===== src/rtl/image_mem_pkg.sv =====
// Shared geometry, timing and requester-id constants for the image ROM
// arbiter and its read-tag pipeline.
package image_mem_pkg;

  localparam int WIDTH_BITS  = 8;
  localparam int HEIGHT_BITS = 8;
  localparam int RD_LATENCY  = 1;
  localparam int LOCK_MAX    = 16;

  localparam int NUM_REQ = 2;
  localparam logic [15:0] COUNT_MAX = 16'hFFFF;

  typedef logic reqId_t;
  localparam reqId_t REQ_BOX = 1'b0;
  localparam reqId_t REQ_THR = 1'b1;

endpackage


===== src/rtl/rd_tag_pipe.sv =====
// Delay line carrying {valid, requester id} alongside an outstanding ROM read
// so the returning data can be steered to the requester that issued it.
module rd_tag_pipe
  import image_mem_pkg::*;
#(
  parameter int DEPTH = 1
) (
  input  logic   clock,
  input  logic   reset,
  input  logic   iValid,
  input  reqId_t iId,
  output logic   oValid,
  output reqId_t oId
);

  for (genvar gi = 0; gi < DEPTH; gi++) begin : gStage
    logic   validReg;
    reqId_t idReg;
    logic   validIn;
    reqId_t idIn;

    if (gi == 0) begin : gHead
      assign validIn = iValid;
      assign idIn    = iId;
    end else begin : gBody
      assign validIn = gStage[gi-1].validReg;
      assign idIn    = gStage[gi-1].idReg;
    end

    // Only the valid bits need clearing; a stale id is harmless without valid.
    always_ff @(posedge clock) begin
      if (reset) begin
        validReg <= 1'b0;
      end else begin
        validReg <= validIn;
      end
      idReg <= idIn;
    end
  end

  assign oValid = gStage[DEPTH-1].validReg;
  assign oId    = gStage[DEPTH-1].idReg;

endmodule


===== src/rtl/image_rom_arbiter.sv =====
// Two-requester arbiter in front of the image ROM: round-robin on ties,
// optional burst locking with a run cap, read-data steering and grant counters.
module image_rom_arbiter
  import image_mem_pkg::*;
#(
  parameter int WIDTH_BITS  = image_mem_pkg::WIDTH_BITS,
  parameter int HEIGHT_BITS = image_mem_pkg::HEIGHT_BITS,
  parameter int RD_LATENCY  = image_mem_pkg::RD_LATENCY,
  parameter int LOCK_MAX    = image_mem_pkg::LOCK_MAX
) (
  input  logic                   clock,
  input  logic                   reset,
  input  logic                   iReq0,
  input  logic                   iReq1,
  input  logic                   iLock0,
  input  logic                   iLock1,
  input  logic [WIDTH_BITS-1:0]  iCol0,
  input  logic [WIDTH_BITS-1:0]  iCol1,
  input  logic [HEIGHT_BITS-1:0] iRow0,
  input  logic [HEIGHT_BITS-1:0] iRow1,
  output logic                   oGnt0,
  output logic                   oGnt1,
  output logic                   oValid0,
  output logic                   oValid1,
  output logic [7:0]             oRdData,
  output logic [WIDTH_BITS-1:0]  oCol,
  output logic [HEIGHT_BITS-1:0] oRow,
  input  logic [7:0]             iRomData,
  output logic [15:0]            oGntCount0,
  output logic [15:0]            oGntCount1
);

  localparam int RUN_BITS = $clog2(LOCK_MAX + 1);
  localparam logic [RUN_BITS-1:0] RUN_CAP = RUN_BITS'(LOCK_MAX - 1);

  logic [NUM_REQ-1:0] req;
  logic [NUM_REQ-1:0] lock;
  logic [NUM_REQ-1:0] gnt;

  reqId_t              lastGntReg, lastGntNext;
  logic                lockValidReg, lockValidNext;
  reqId_t              lockOwnerReg, lockOwnerNext;
  logic [RUN_BITS-1:0] runCountReg, runCountNext;

  logic   lockHit;
  logic   capHit;
  logic   gntValid;
  reqId_t gntId;
  logic   lockedGnt;

  logic   tagValid;
  reqId_t tagId;

  assign req  = {iReq1, iReq0};
  assign lock = {iLock1, iLock0};

  // The run counter counts locked grants after the opening grant, so the cap
  // trips when the owner already holds LOCK_MAX consecutive grants.
  assign lockHit = lockValidReg && req[lockOwnerReg];
  assign capHit  = lockHit && (runCountReg >= RUN_CAP) && req[~lockOwnerReg];

  always_comb begin
    gntValid  = 1'b0;
    gntId     = REQ_BOX;
    lockedGnt = 1'b0;
    if (!reset) begin
      if (lockHit && !capHit) begin
        gntValid  = 1'b1;
        gntId     = lockOwnerReg;
        lockedGnt = 1'b1;
      end else if (req[0] && req[1]) begin
        gntValid = 1'b1;
        gntId    = ~lastGntReg;
      end else if (req != '0) begin
        gntValid = 1'b1;
        gntId    = req[1] ? REQ_THR : REQ_BOX;
      end
    end
  end

  always_comb begin
    lastGntNext   = lastGntReg;
    lockValidNext = 1'b0;
    lockOwnerNext = lockOwnerReg;
    runCountNext  = '0;
    if (gntValid) begin
      lastGntNext   = gntId;
      lockValidNext = lock[gntId];
      lockOwnerNext = gntId;
      if (lockedGnt) begin
        runCountNext = (runCountReg >= RUN_CAP) ? RUN_CAP : runCountReg + RUN_BITS'(1);
      end
    end
  end

  always_ff @(posedge clock) begin
    if (reset) begin
      lastGntReg   <= REQ_THR;
      lockValidReg <= 1'b0;
      lockOwnerReg <= REQ_BOX;
      runCountReg  <= '0;
    end else begin
      lastGntReg   <= lastGntNext;
      lockValidReg <= lockValidNext;
      lockOwnerReg <= lockOwnerNext;
      runCountReg  <= runCountNext;
    end
  end

  assign oGnt0 = gntValid && (gntId == REQ_BOX);
  assign oGnt1 = gntValid && (gntId == REQ_THR);
  assign gnt   = {oGnt1, oGnt0};

  assign oCol = oGnt1 ? iCol1 : iCol0;
  assign oRow = oGnt1 ? iRow1 : iRow0;

  rd_tag_pipe #(
    .DEPTH (RD_LATENCY)
  ) uTagPipe (
    .clock  (clock),
    .reset  (reset),
    .iValid (gntValid),
    .iId    (gntId),
    .oValid (tagValid),
    .oId    (tagId)
  );

  assign oValid0 = !reset && tagValid && (tagId == REQ_BOX);
  assign oValid1 = !reset && tagValid && (tagId == REQ_THR);
  assign oRdData = iRomData;

  for (genvar gi = 0; gi < NUM_REQ; gi++) begin : gCount
    logic [15:0] countReg;

    always_ff @(posedge clock) begin
      if (reset) begin
        countReg <= '0;
      end else if (gnt[gi] && (countReg != COUNT_MAX)) begin
        countReg <= countReg + 16'd1;
      end
    end
  end

  assign oGntCount0 = gCount[0].countReg;
  assign oGntCount1 = gCount[1].countReg;

endmodule


===== config.mk =====
export PLATFORM = sky130hd
export DESIGN_NAME = image_rom_arbiter
export DESIGN_NICKNAME = d
export VERILOG_FILES = /design/src/rtl/image_mem_pkg.sv /design/src/rtl/rd_tag_pipe.sv /design/src/rtl/image_rom_arbiter.sv
export SDC_FILE = /design/constraint.sdc
export NUM_CORES = 1
export LEC_CHECK = 0
export ABC_CLOCK_PERIOD_IN_PS = 4900
export CORE_UTILIZATION = 55
export DETAILED_ROUTE_END_ITERATION = 16
export DONT_BUFFER_PORTS = 1
export GPL_ROUTABILITY_DRIVEN = 0
export PLACE_DENSITY = 0.7
export SYNTH_ARGS = -nofsm -noshare
export SYNTH_HDL_FRONTEND = slang
export SYNTH_SLANG_ARGS = --single-unit

===== constraint.sdc =====
create_clock -name clock -period 4.9 [get_ports clock]
set_clock_uncertainty 0.1 [all_clocks]
set_input_delay 0.98 -clock clock [delete_from_list [all_inputs] [get_ports clock]]
set_output_delay 0.98 -clock clock [all_outputs]
set_load 0.01 [all_outputs]

# ---- Word-level counts from Yosys, hierarchy flattened
# Index checks and enable logic that the tools add are counted.
dict set report totals {
  register_bits 42
  input_bits 46
  output_inout_bits 60
  word_cells 62
}
dict set report classes {
  add_sub_neg 3
  n_lt_le_gt_ge 4
  eq_ne 2
  mux 20
  bitwise 6
  n_reduce_logical 18
}
# cell count
set op_table {}
lappend op_table {{$add 16x1->16 const B} 2}
lappend op_table {{$ne 16x16->1 const B} 2}
lappend op_table {{$mux 1} 17}
lappend op_table {{$mux 8} 2}
lappend op_table {{$logic_and 1x1->1} 12}
lappend op_table {{$lt 1x2->1 const B} 3}
lappend op_table {{$not 1->1} 6}
lappend op_table {{$add 5x1->5 const B} 1}
lappend op_table {{$ge 5x4->1 const B} 1}
lappend op_table {{$mux 4} 1}
lappend op_table {{$reduce_or 4->1} 1}
lappend op_table {{$reduce_or 3->1} 1}
lappend op_table {{$logic_not 1->1} 2}
lappend op_table {{$reduce_bool 2->1} 1}
lappend op_table {{$reduce_or 2->1} 1}

# ---- Logic depth before layout (Yosys ltp)
# Gate-level depths: netlist of run 1.
dict set report logic_depth {
  ltp_word 12
  depth_mapped 10
  depth_no_buf 8
}

# ---- Cells and area by module
# Synthesis of run 1 repeated with hierarchy kept, for this count alone.
dict set report unflattened {
  cells_unflattened 288
  hier_area_um2 2442.3
}
# mod instances cells_each area_each_um2 seq_area_each_um2
set modules_own_cells {}
lappend modules_own_cells {image_rom_arbiter 1 285 2388.5 800.8}
lappend modules_own_cells {rd_tag_pipe 1 3 53.8 40.0}

# ---- Least setup slack after synthesis of run 1
# Ideal clock, no wire load.
dict set report synth_path {
  kind {register to output}
  from {reg runCountReg[0]}
  to {out oRow[0]}
  arrival_time_ps 2276
  t_required_ps 3820
  setup_slack_ps 1544
  path_stages_with_launch 10
  n_path_buf 2
  cell_sequence {dfxtp_1 -> ha_1 -> and3_1 -> ha_1 -> nor3b_2 -> a21oi_1 -> nor4b_1 -> buf_2 -> buf_2 -> mux2_2}
}
dict set report synth_via {
  elab_chain_cells 9
  word_cells_on_any_way 11
  cone_classes {order compare: 1; mux: 5; reduce/logical: 5}
}
# item line
set synth_rtl {}
lappend synth_rtl {{start, declared} image_rom_arbiter.sv:43} ;# logic [RUN_BITS-1:0] runCountReg, runCountNext;
lappend synth_rtl {{start signal, assigned} image_rom_arbiter.sv:106} ;# runCountReg <= runCountNext;
lappend synth_rtl {{$ge 5x4->1} image_rom_arbiter.sv:60} ;# assign capHit = lockHit && (runCountReg >= RUN_CAP) && req[~lockOwnerReg];
lappend synth_rtl {{$logic_and 1x1->1 (2 in series)} image_rom_arbiter.sv:60}
lappend synth_rtl {{$logic_not 1->1} image_rom_arbiter.sv:67} ;# if (lockHit && !capHit) begin
lappend synth_rtl {{$logic_and 1x1->1} image_rom_arbiter.sv:67}
lappend synth_rtl {{$mux 1} image_rom_arbiter.sv:67}
lappend synth_rtl {{$mux 1} image_rom_arbiter.sv:66} ;# if (!reset) begin
lappend synth_rtl {{named net gntId} image_rom_arbiter.sv:48} ;# reqId_t gntId;
lappend synth_rtl {{$logic_and 1x1->1} image_rom_arbiter.sv:111} ;# assign oGnt1 = gntValid && (gntId == REQ_THR);
lappend synth_rtl {{$mux 8} image_rom_arbiter.sv:115} ;# assign oRow = oGnt1 ? iRow1 : iRow0;
lappend synth_rtl {{end, declared} image_rom_arbiter.sv:27} ;# output logic [HEIGHT_BITS-1:0] oRow,
# The timed path passes the listed nets, and every way through them passes these cells.

# ---- Final worst setup path of run 1
dict set report layout_path {
  from {reg runCountReg[0]}
  to {out oRow[2]}
}
dict set report layout_via {
  elab_chain_cells 9
  word_cells_on_any_way 11
  cone_classes {order compare: 1; mux: 5; reduce/logical: 5}
}
# item line
set layout_rtl {}
lappend layout_rtl {{$ge 5x4->1 (*)} image_rom_arbiter.sv:60}
lappend layout_rtl {{$logic_and 1x1->1 (*) (2 in series)} image_rom_arbiter.sv:60}
lappend layout_rtl {{$logic_not 1->1 (*)} image_rom_arbiter.sv:67}
lappend layout_rtl {{$logic_and 1x1->1 (*)} image_rom_arbiter.sv:67}
lappend layout_rtl {{$mux 1} image_rom_arbiter.sv:67}
lappend layout_rtl {{$mux 1} image_rom_arbiter.sv:66}
lappend layout_rtl {{$logic_and 1x1->1 (*)} image_rom_arbiter.sv:111}
lappend layout_rtl {{$mux 8 (*)} image_rom_arbiter.sv:115}
# Every way passes the cells marked *; elsewhere a longest branch is shown, timed or not.

==> key figures, run 1 <==
Layout
  – Commonest non-fill, non-tap cells in the layout: dfxtp_1 (42), a21oi_1 (27), nand2_1 (19), nor2_1 (17), mux2_2 (16)
  – NumNets Final: 323
  – Antenna Cells: 0
  – Area grow syn2layout: 2.473%
  – Share of layout cells above drive strength 1: 0.1204
  – Non-filler instance count after layout: 324
  – Most common cell after layout, fill and taps aside: dfxtp_1
  – Number of fill cells: 362

Critical path
  – Critical path class: register to primary output
  – Startpoint class of the critical path: register
  – Cells on worst reg2reg path: 8
  – R2r setup slk: 1.77 ns
  – Worst setup path start: runCountReg[0]$_SDFF_PP0_
  – Required @ worst endpoint: 3.82 ns
  – Crit. End Element: primary output
  – Crit path to: oRow[2]
  – Launch point of the worst reg-to-reg path: runCountReg[0]$_SDFF_PP0_
  – R2r endpoint: oGntCount1[8]$_SDFFE_PP0P_
  – CP Max Fanout: 19
  – Worst EP arrival: 2.62 ns

Routing
  – TritonRoute pass-1 iters: 4
  – DRC Markers: 0
  – 1st-iter DRT viols: 125
  – Total Wirelength: 5364 um
  – Drt wl/cell: 16.56 um
  – Vias per cell: 6.562
  – Final ANT Viol Nets: 0
  – Via count: 2,126

Timing
  – RSZ-0062 raised after global routing: false
  – Slew Limit Headroom: 0.2123
  – Hold Violations, Final: 0
  – Setup tns final: 0 ns
  – Post-layout min period: 3.695 ns
  – Worst Tran Pin Value: 1.176 ns
  – PnR worst setup slack: 1.205 ns
  – Period utilization: 0.7541
  – Max Freq: 270.6 MHz
  – Final slew viol count: 0
  – Setup Viol. Count Final: 0

Placement
  – Worst slack at placement: 1.555 ns
  – Port bufs: 0
  – Placed cells: 316
  – Hpwl dp: 3871 um

Floorplanning
  – I/O pins: 106
  – Starting Density: 0.5901
  – Chip width: 68.45 um
  – DIE AREA: 4685 um^2
  – Die height: 68.45 um
  – Total core area: 4115 um^2
  – Num rows: 23

Clock tree
  – CTS max path bufs: 2
  – # clock sinks: 42
  – CTS H-tree lvls: 2
  – Post-CTS Resized: 0
  – CTS clk-pin slew, worst paths: 0.08 ns
  – TritonCTS clock tree: yes
  – Post-CTS Hold Buffers: 0
  – Post-CTS Setup Inserts: 0
  – Num CTS Buffers: 5
  – CTS root buf: clkbuf_8
  – Clock Latency Late Sink: 0.30 ns

Power and ir drop
  – Sw power: 167.5 uW
  – Comb pwr share: 0.087
  – Switching Share: 0.2429
  – PD cells: 277.1 nW/um^2
  – Leakage: 0.7622 nW
  – Pint: 522.0 uW
  – Clk pwr share: 0.399
  – Register share of total power: 0.513
  – Worst vdd rail ir drop: 0.1695 mV
  – Total Power: 689.5 uW

Worst hold path
  – Worst min path class: register to register

Global route
  – Vias in the first global route: 1,774
  – First-pass GRT wire length: 8328 um
  – Largest net degree at the start of global routing: 44
  – GRT Total Usage: 0.2373
  – Antenna violations before repair: 0
  – Remaining global-route overflow: 0

Logic synthesis
  – Simple-gate portion of the synthesized area: 0.2787
  – Largest family of logic cells by synthesized area: simple AND/OR/NAND/NOR gates
  – Synth Area in XOR/XNOR: 0.003606
  – Distinct cell type count after synthesis: 45
  – Async S/R FF share, synth: 0
  – Mapped Cells: 287
  – Synth Area in Compound Gates: 0.1819
  – Avg Inst Size Synth: 8.462 um^2
  – Sequential area share after synthesis: 0.3462
  – Synth Cell Area: 2429 um^2
  – Adder-cell share of the synthesized area: 0.02061
  – EDFF count, synth: 0
  – #FFs+latches synth: 42
  – Top FF cell, synth: dfxtp_1
  – Synthesis Warnings: 0
  – Post-synthesis mux area share: 0.1015
  – Syn_nets: 337

Outcome
  – Outcome: finished, final reports clean

Run
  – Max-cap violations: 0
==> synth_stat cells (3+ instances only) <==
| cell | n | area (um^2) |
|---|---|---|
| buf_4 | 8 | 60.06 |
| o41ai_1 | 4 | 35.03 |
| o31ai_1 | 11 | 82.58 |
| o21ai_0 | 13 | 65.06 |
| nor2b_1 | 4 | 25.02 |
| a21oi_1 | 27 | 135.1 |
| or4_1 | 12 | 90.09 |
| inv_1 | 10 | 37.54 |
| nor4_1 | 7 | 43.79 |
| nand3_1 | 9 | 45.04 |
| clkbuf_1 | 8 | 30.03 |
| dfxtp_1 | 42 | 840.8 |
| o311ai_0 | 3 | 26.28 |
| buf_2 | 5 | 25.02 |
| mux2_2 | 16 | 180.2 |
| nor2_1 | 17 | 63.81 |
| nand4_1 | 11 | 68.82 |
| nor3_1 | 8 | 40.04 |
| or3_1 | 13 | 81.33 |
| ha_1 | 4 | 50.05 |
| mux2_1 | 5 | 56.30 |
| and3_1 | 3 | 18.77 |
| nand2_1 | 19 | 71.32 |
==> cell families (layout without fill, tap and decap cells) <==
kind of cell	after synthesis	count (layout)
flip-flops	42	42
buffers and inverters	32	19
AND/OR/NAND/NOR	117	117
AO/OA/AOI/OAI	69	69
multiplexers	22	22
adder cells (fa/ha/maj)	4	4
XOR/XNOR	1	1
==> power by group through the flow <==
| stage | sequential (mW) | combinational [mW] | clock (mW) |
|---|---|---|---|
| 2_1_floorplan | 0.360 | 0.0644 | 0 |
| 3_3_place_gp | 0.362 | 0.0591 | 0 |
| 3_5_place_dp | 0.362 | 0.0603 | 0 |
| 4_1_cts | 0.354 | 0.0603 | 0.279 |
| 5_1_grt | 0.355 | 0.0660 | 0.294 |
| 6_report | 0.354 | 0.0601 | 0.275 |
==> cell type report <==
class	count	area (um^2)	area share
tap	50	62.56	0.02514
inverter	10	37.54	0.01508
multi-input combinational	213	1430	0.5747
sequential	42	840.8	0.3379
clock buffer	6	72.57	0.02916
timing repair buffer	1	7.507	0.003017
clock inverter	2	37.54	0.01508
==> stage by stage <==
| step | area [um^2] | utilization | hold WS (ns) |
|---|---|---|---|
| CTS | 2489 | 0.6047 | 0.4025 |
| detailed placement | 2379 | 0.5780 | 0.3791 |
| global route | 2489 | 0.6047 | 0.4508 |
| finish | 2489 | 0.6047 | 0.3996 |
| global placement | 2379 | 0.5780 | 0.3646 |
| floorplan | 2429 | - | 0.3516 |
==> state kept, by name, summed over array words and instances, names as in the netlist <==
signal           count
oGntCount0          16
oGntCount1          16
runCountReg          5
lastGntReg           1
lockOwnerReg         1
lockValidReg         1
uTagPipe.oId         1
uTagPipe.oValid      1
==> critical path, cell delays in order (launching register included) <==
cell and delay, ns:
dfxtp_1 0.35, ha_1 0.23, and3_1 0.15, ha_1 0.23
or3b_1 0.39, nor4_2 0.33, nor4b_2 0.09, buf_4 0.22
mux2_2 0.32
==> per-layer routing <==
layer  up-vias  routed length [um]  global-route usage  part of all wire
met2        94                2531              0.3995              0.47
met1       965                2388              0.2794              0.45
met3        12                 363             0.07667             0.068
met5         -                   0                   0                 0
met4         0                  80             0.08333             0.015
li1       1055                   -                   -                 -
==> worst min-delay path by stage <==
stage                                    from                         to  slack (ns)  cells past startpoint
floorplan             lastGntReg$_SDFFE_PP1P_    lastGntReg$_SDFFE_PP1P_        0.35                      2
global route        lockOwnerReg$_SDFFE_PP0P_  lockOwnerReg$_SDFFE_PP0P_        0.45                      2
CTS                   lastGntReg$_SDFFE_PP1P_    lastGntReg$_SDFFE_PP1P_        0.40                      2
finish                lastGntReg$_SDFFE_PP1P_    lastGntReg$_SDFFE_PP1P_        0.40                      2
detailed placement    lastGntReg$_SDFFE_PP1P_    lastGntReg$_SDFFE_PP1P_        0.38                      2
global placement      lastGntReg$_SDFFE_PP1P_    lastGntReg$_SDFFE_PP1P_        0.36                      2
Note: power is estimated with default switching activity, not from simulation.
==> inputs of run 2 (changes only) <==
--- a/config.mk
+++ b/config.mk
@@ -5,7 +5,7 @@
 export SDC_FILE = /design/constraint.sdc
 export NUM_CORES = 1
 export LEC_CHECK = 0
-export ABC_CLOCK_PERIOD_IN_PS = 4900
+export ABC_CLOCK_PERIOD_IN_PS = 3660
 export CORE_UTILIZATION = 55
 export DETAILED_ROUTE_END_ITERATION = 16
 export DONT_BUFFER_PORTS = 1
==> constraint.sdc (replaced) <==
create_clock -name clock -period 3.66 [get_ports clock]
set_clock_uncertainty 0.1 [all_clocks]
set_input_delay 0.732 -clock clock [delete_from_list [all_inputs] [get_ports clock]]
set_output_delay 0.732 -clock clock [all_outputs]
set_load 0.01 [all_outputs]
==> key figures, run 2 (synthesis gave the netlist of run 1 again) <==
Outcome
  – Outcome: finished, final reports clean

Critical path
  – CP cell instances: ha_1 > and3_1 > ha_1 > or3b_1 > nor4_2 > nor4b_2 > buf_4 > mux2_2
  – Required @ worst endpoint: 2.83 ns (-0.99 ns)
  – Worst path most repeated cell: ha_1
  – Crit path to: oRow[3]
  – Critical path class: register to primary output
  – Cells on worst reg2reg path: 8 (unchanged)
  – Critical path's largest stage delay: 0.39 ns (about the same)
  – Critical-path top delay cell: or3b_1
  – Top delay family on crit path: simple AND/OR/NAND/NOR gates
  – Crit. End Element: primary output
  – Worst setup path start: runCountReg[0]$_SDFF_PP0_
  – R2r setup slk: 0.54 ns (-1.23 ns)
  – Worst EP arrival: 2.59 ns (-0.03 ns)
  – Number of cells on the critical path: 8 (unchanged)
  – CP Max Fanout: 19 (unchanged)
  – Crit path buf inv count: 1 (unchanged)
  – Startpoint class of the critical path: register
  – R2r endpoint: oGntCount1[8]$_SDFFE_PP0P_
  – Launch point of the worst reg-to-reg path: runCountReg[0]$_SDFF_PP0_

Routing
  – DRC Markers: 0 (unchanged)
  – Vias per cell: 6.599 (+0.56%)
  – TritonRoute pass-1 iters: 4 (unchanged)
  – Drt wl/cell: 16.80 um (+1.5%)
  – Via count: 2,138 (+0.56%)
  – Final ANT Viol Nets: 0 (unchanged)
  – Total Wirelength: 5442 um (+1.5%)
  – 1st-iter DRT viols: 121 (-3.2%)

Clock tree
  – CTS max path bufs: 2 (unchanged)
  – Post-CTS Resized: 0 (unchanged)
  – TritonCTS clock tree: yes
  – Num CTS Buffers: 5 (unchanged)
  – CTS H-tree lvls: 2 (unchanged)
  – # clock sinks: 42 (unchanged)
  – CTS clk-pin slew, worst paths: 0.08 ns (about the same)
  – Post-CTS Setup Inserts: 0 (unchanged)
  – CTS root buf: clkbuf_8
  – Clock Latency Late Sink: 0.29 ns (about the same)
  – Post-CTS Hold Buffers: 0 (unchanged)

Floorplanning
  – Num rows: 23 (unchanged)
  – DIE AREA: 4685 um^2 (unchanged)
  – I/O pins: 106 (unchanged)
  – Chip width: 68.45 um (unchanged)
  – Starting Density: 0.5901 (unchanged)
  – Total core area: 4115 um^2 (unchanged)
  – Die height: 68.45 um (unchanged)

Layout
  – Final instance area: 2470 um^2 (-0.75%)
  – Area grow syn2layout: 1.700%
  – Commonest non-fill, non-tap cells in the layout: dfxtp_1 (42), a21oi_1 (27), nand2_1 (19), nor2_1 (17), mux2_2 (16)
  – NumNets Final: 323 (unchanged)
  – Share of layout cells above drive strength 1: 0.1204 (unchanged)
  – Number of fill cells: 366 (+1.1%)
  – Most common cell after layout, fill and taps aside: dfxtp_1
  – Antenna Cells: 0 (unchanged)

Power and ir drop
  – Leakage: 0.7590 nW (-0.42%)
  – Clk pwr share: 0.360 (-0.039)
  – Comb pwr share: 0.093 (+0.006)
  – Sw power: 218.7 uW (+31%)
  – Switching Share: 0.2524 (+0.009548)
  – Register share of total power: 0.547 (+0.034)
  – PD cells: 350.8 nW/um^2 (+27%)
  – Worst vdd rail ir drop: 0.1576 mV (-7.0%)
  – Pint: 647.7 uW (+24%)

Placement
  – Hpwl dp: 3864 um (-0.19%)
  – Worst slack at placement: 0.5509 ns (-1.004 ns)
  – Port bufs: 0 (unchanged)
  – Placed Area: 2379 um^2 (unchanged)

Run
  – Max-cap violations: 0 (unchanged)

Timing
  – Hold Violations, Final: 0 (unchanged)
  – Worst Tran Pin Value: 1.195 ns (+0.01877 ns)
  – Post-layout min period: 3.420 ns
  – Period utilization: 0.9346
  – Setup Viol. Count Final: 0 (unchanged)
  – Slew Limit Headroom: 0.1998 (-0.01257)
  – Setup tns final: 0 ns (unchanged)
  – RSZ-0062 raised after global routing: false
  – Final slew viol count: 0 (unchanged)
  – Max Freq: 292.4 MHz
  – PnR worst setup slack: 0.2395 ns (-0.9654 ns)

Global route
  – Largest net degree at the start of global routing: 44 (unchanged)
  – Remaining global-route overflow: 0 (unchanged)
  – Antenna violations before repair: 0 (unchanged)
  – GRT Total Usage: 0.2374 (about the same)
  – First-pass GRT wire length: 8211 um (-1.4%)
  – Vias in the first global route: 1,759 (-0.85%)

Worst hold path
  – Worst min path class: primary input to register
  – Hold wc startpoint: reset
run 2: cell count changes in the layout (fill, tap and decap cells not counted), sizes merged:
| cell | previous run | this run |
|---|---|---|
| clkbuf | 6 | 7 |
| clkinvlp | 1 | 0 |
| clkinv | 0 | 1 |
| bufinv | 1 | 0 |
run 2: worst min path at each step:
stage	end	depth (start not counted)
floorplan	lastGntReg$_SDFFE_PP1P_	2
global placement	lastGntReg$_SDFFE_PP1P_	2
detailed placement	lastGntReg$_SDFFE_PP1P_	2
CTS	oGntCount0[1]$_SDFFE_PP0P_	1
global route	oGntCount1[0]$_SDFFE_PP0P_	1
finish	oGntCount0[0]$_SDFFE_PP0P_	1
run 2: metal layers:
layer  vias up  share of wire  GRT usage
li1       1053              -          -
met1       983           0.43     0.2899
met2        93           0.48     0.3909
met3         9          0.072    0.07500
met5         -              0          0
met4         0          0.013    0.07813
run 2: power by group through the flow:
stage	logic, mW	clock network, mW	registers (mW)
after floorplan	0.0862	0	0.482
after global placement	0.0792	0	0.485
after detailed placement	0.0810	0	0.485
after CTS	0.0810	0.319	0.474
after global routing	0.0886	0.334	0.476
final	0.0806	0.312	0.474
run 2: per-stage QoR:
step                  util  cells  hold slack [ns]  total power [mW]
detailed placement  0.5780    316           0.3675            0.5658
CTS                 0.6002    324           0.3882            0.8738
global placement    0.5780    316           0.3666            0.5638
finish              0.6002    324           0.3947            0.8664
global route        0.6002    324           0.3832            0.8978
floorplan                -    287           0.3516            0.5685
run 2: area by class of cell:
type / count / area [um^2] / share of cell area
Multi-Input combinational cell: 213 / 1430 / 0.5790
Inverter: 10 / 37.54 / 0.01520
Tap cell: 50 / 62.56 / 0.02533
Clock buffer: 7 / 86.33 / 0.03495
Sequential cell: 42 / 840.8 / 0.3404
Timing Repair Buffer: 1 / 7.507 / 0.003040
Clock inverter: 1 / 5.005 / 0.002026
==> inputs of run 3 (changes only) <==
--- a/config.mk
+++ b/config.mk
@@ -6,11 +6,11 @@
 export NUM_CORES = 1
 export LEC_CHECK = 0
 export ABC_CLOCK_PERIOD_IN_PS = 3660
-export CORE_UTILIZATION = 55
+export BUFFER_PORTS_ARGS = -buffer_cell sky130_fd_sc_hd__buf_4
+export CORE_UTILIZATION = 48
 export DETAILED_ROUTE_END_ITERATION = 16
-export DONT_BUFFER_PORTS = 1
 export GPL_ROUTABILITY_DRIVEN = 0
-export PLACE_DENSITY = 0.7
+export PLACE_DENSITY = 0.81
 export SYNTH_ARGS = -nofsm -noshare
 export SYNTH_HDL_FRONTEND = slang
 export SYNTH_SLANG_ARGS = --single-unit
==> key figures, run 3 (synthesis gave the netlist of run 1 again) <==
Outcome
  – Outcome: finished, final reports clean

Worst hold path
  – Hold path endpoint: oGntCount1[15]$_SDFFE_PP0P_
  – Hold Path Cell Cnt: 2 (+1)
  – Worst min path class: register to register
  – Hold wc startpoint: oGntCount1[15]$_SDFFE_PP0P_

Timing
  – Setup tns final: 0 ns (unchanged)
  – Hold Violations, Final: 0 (unchanged)
  – Setup Viol. Count Final: 0 (unchanged)
  – Post-layout min period: 3.572 ns (+0.1514 ns)
  – Max Freq: 280.0 MHz (-4.2%)
  – Slew Limit Headroom: 0.4703 (+0.2705)
  – Period utilization: 0.9759 (+0.04137)
  – Final slew viol count: 0 (unchanged)
  – Worst Tran Pin Value: 0.7860 ns (-0.4091 ns)

Power and ir drop
  – Clk pwr share: 0.420 (+0.060)
  – Switching Share: 0.2309 (-0.02148)
  – Worst vdd rail ir drop: 0.2957 mV (+88%)
  – Comb pwr share: 0.148 (+0.055)
  – Pint: 842.1 uW (+30%)
  – Total Power: 1.095 mW (+26%)
  – Sw power: 252.9 uW (+16%)
  – PD cells: 332.9 nW/um^2 (-5.1%)
  – Register share of total power: 0.432 (-0.115)
  – Leakage: 1.268 nW (+67%)

Global route
  – Antenna violations before repair: 0 (unchanged)
  – Remaining global-route overflow: 0 (unchanged)
  – First-pass GRT wire length: 9549 um (+16%)
  – Largest net degree at the start of global routing: 30 (-32%)
  – Vias in the first global route: 2,147 (+22%)
  – GRT Total Usage: 0.2268 (-0.01058)

Critical path
  – Startpoint class of the critical path: register
  – Worst path most repeated cell: buf_4
  – CP cell instances: ha_1 > and3_1 > ha_2 > or3b_4 > nor4_4 > nor4b_4 > buf_4 > buf_6 > mux2_2 > buf_4
  – CP Max Fanout: 10 (-9)
  – Required @ worst endpoint: 2.83 ns (about the same)
  – R2r endpoint: oGntCount1[8]$_SDFFE_PP0P_
  – Crit. End Element: primary output
  – R2r setup slk: 0.63 ns (+0.09 ns)
  – Worst EP arrival: 2.74 ns (+0.15 ns)
  – Critical path class: register to primary output
  – Top delay family on crit path: simple AND/OR/NAND/NOR gates
  – Critical-path top delay cell: or3b_4
  – Launch point of the worst reg-to-reg path: runCountReg[0]$_SDFF_PP0_
  – Cells on worst reg2reg path: 8 (unchanged)
  – Crit path buf inv count: 3 (+2)
  – Critical path's largest stage delay: 0.40 ns (about the same)

Clock tree
  – CTS H-tree lvls: 2 (unchanged)
  – Num CTS Buffers: 5 (unchanged)
  – Clock Latency Late Sink: 0.30 ns (about the same)
  – CTS root buf: clkbuf_8
  – CTS clk-pin slew, worst paths: 0.08 ns (about the same)
  – TritonCTS clock tree: yes
  – Post-CTS Hold Buffers: 0 (unchanged)
  – CTS max path bufs: 2 (unchanged)
  – # clock sinks: 42 (unchanged)

Floorplanning
  – DIE AREA: 5348 um^2 (+14%)
  – Num rows: 25 (+8.7%)
  – Die height: 73.13 um (+6.8%)
  – Starting Density: 0.5075 (-0.08270)
  – I/O pins: 106 (unchanged)
  – Chip width: 73.13 um (+6.8%)
  – Total core area: 4786 um^2 (+16%)

Layout
  – Antenna Cells: 0 (unchanged)
  – FF+latch area: 840.8 um^2 (unchanged)
  – Number of fill cells: 387 (+5.7%)
  – Area grow syn2layout: 35.45%
  – Footprint of the multi-input gates: 1463 um^2 (+2.3%)
  – Most common cell after layout, fill and taps aside: buf_4
  – Commonest non-fill, non-tap cells in the layout: buf_4 (94), dfxtp_1 (42), a21oi_1 (26), nand2_1 (19), nor2_1 (17)
  – Share of layout cells above drive strength 1: 0.3577 (+0.2373)
  – NumNets Final: 418 (+29%)

Routing
  – TritonRoute pass-1 iters: 4 (unchanged)
  – Via count: 2,517 (+18%)
  – 1st-iter DRT viols: 103 (-15%)
  – DRC Markers: 0 (unchanged)
  – Drt wl/cell: 14.25 um (-15%)
  – Vias per cell: 5.773 (-13%)
  – Total Wirelength: 6213 um (+14%)
  – Final ANT Viol Nets: 0 (unchanged)

Placement
  – Hpwl dp: 4289 um (+11%)
  – Port bufs: 89 (+89)

Run
  – Max-cap violations: 0 (unchanged)
[run 3: worst max path at each step]
stage	from	endpoint	slack [ns]	depth (start not counted)
2_1_floorplan	runCountReg[0]$_SDFF_PP0_	oRow[0]	0.55	9
3_3_place_gp	runCountReg[0]$_SDFF_PP0_	oCol[7]	0.50	9
3_5_place_dp	runCountReg[0]$_SDFF_PP0_	oRow[6]	0.42	9
4_1_cts	runCountReg[0]$_SDFF_PP0_	oRow[6]	0.08	9
5_1_grt	runCountReg[0]$_SDFF_PP0_	oCol[1]	-0.05	10
6_report	runCountReg[0]$_SDFF_PP0_	oRow[1]	0.09	10
[run 3: power groups by stage]
stage          sequential [mW]  clock (mW)  combinational [mW]
3_5_place_dp             0.483           0               0.152
4_1_cts                  0.472       0.466               0.153
3_3_place_gp             0.482           0               0.148
5_1_grt                  0.474       0.487               0.176
2_1_floorplan            0.482           0              0.0862
6_report                 0.473       0.460               0.162
[run 3: metrics by stage]
stage	hold slack (ns)	cell area (um^2)	setup slack, ns	instances	util
after detailed placement	0.3846	3083	0.4238	424	0.6442
after CTS	0.4015	3226	0.07506	432	0.6740
after floorplan	0.3516	2429	0.5515	287	-
final	0.3984	3289	0.08814	436	0.6873
after global routing	0.4197	3289	-0.04568	436	0.6873
after global placement	0.3753	3083	0.5031	424	0.6442
[run 3: worst min-delay path: cells and delay by family (launching register included)]
kind / cells / cell delay, ns
DFF: 1 / 0.34
AOI/OAI and AO/OA: 2 / 0.12
[run 3: per-layer routing]
layer	wire length, um	share of wire	GRT usage	vias up
met5	0	0	0	-
met4	40	0.0064	0.05011	0
met3	350	0.056	0.07044	5
met2	3079	0.50	0.3765	80
met1	2742	0.44	0.2874	1184
li1	-	-	-	1248
[run 3: final cells by class]
class                      count  share of cell area
multi-input combinational    213              0.4447
timing repair buffer          96              0.2195
clock inverter                 2             0.01826
tap                           67             0.02549
inverter                      10             0.01141
clock buffer                   6             0.02510
sequential                    42              0.2556
[run 3: what timing repair did]
action | CTS | global route
setup buffers | 0 | 3
setup endpoints to repair | 0 | 16
resized for setup | 0 | 7
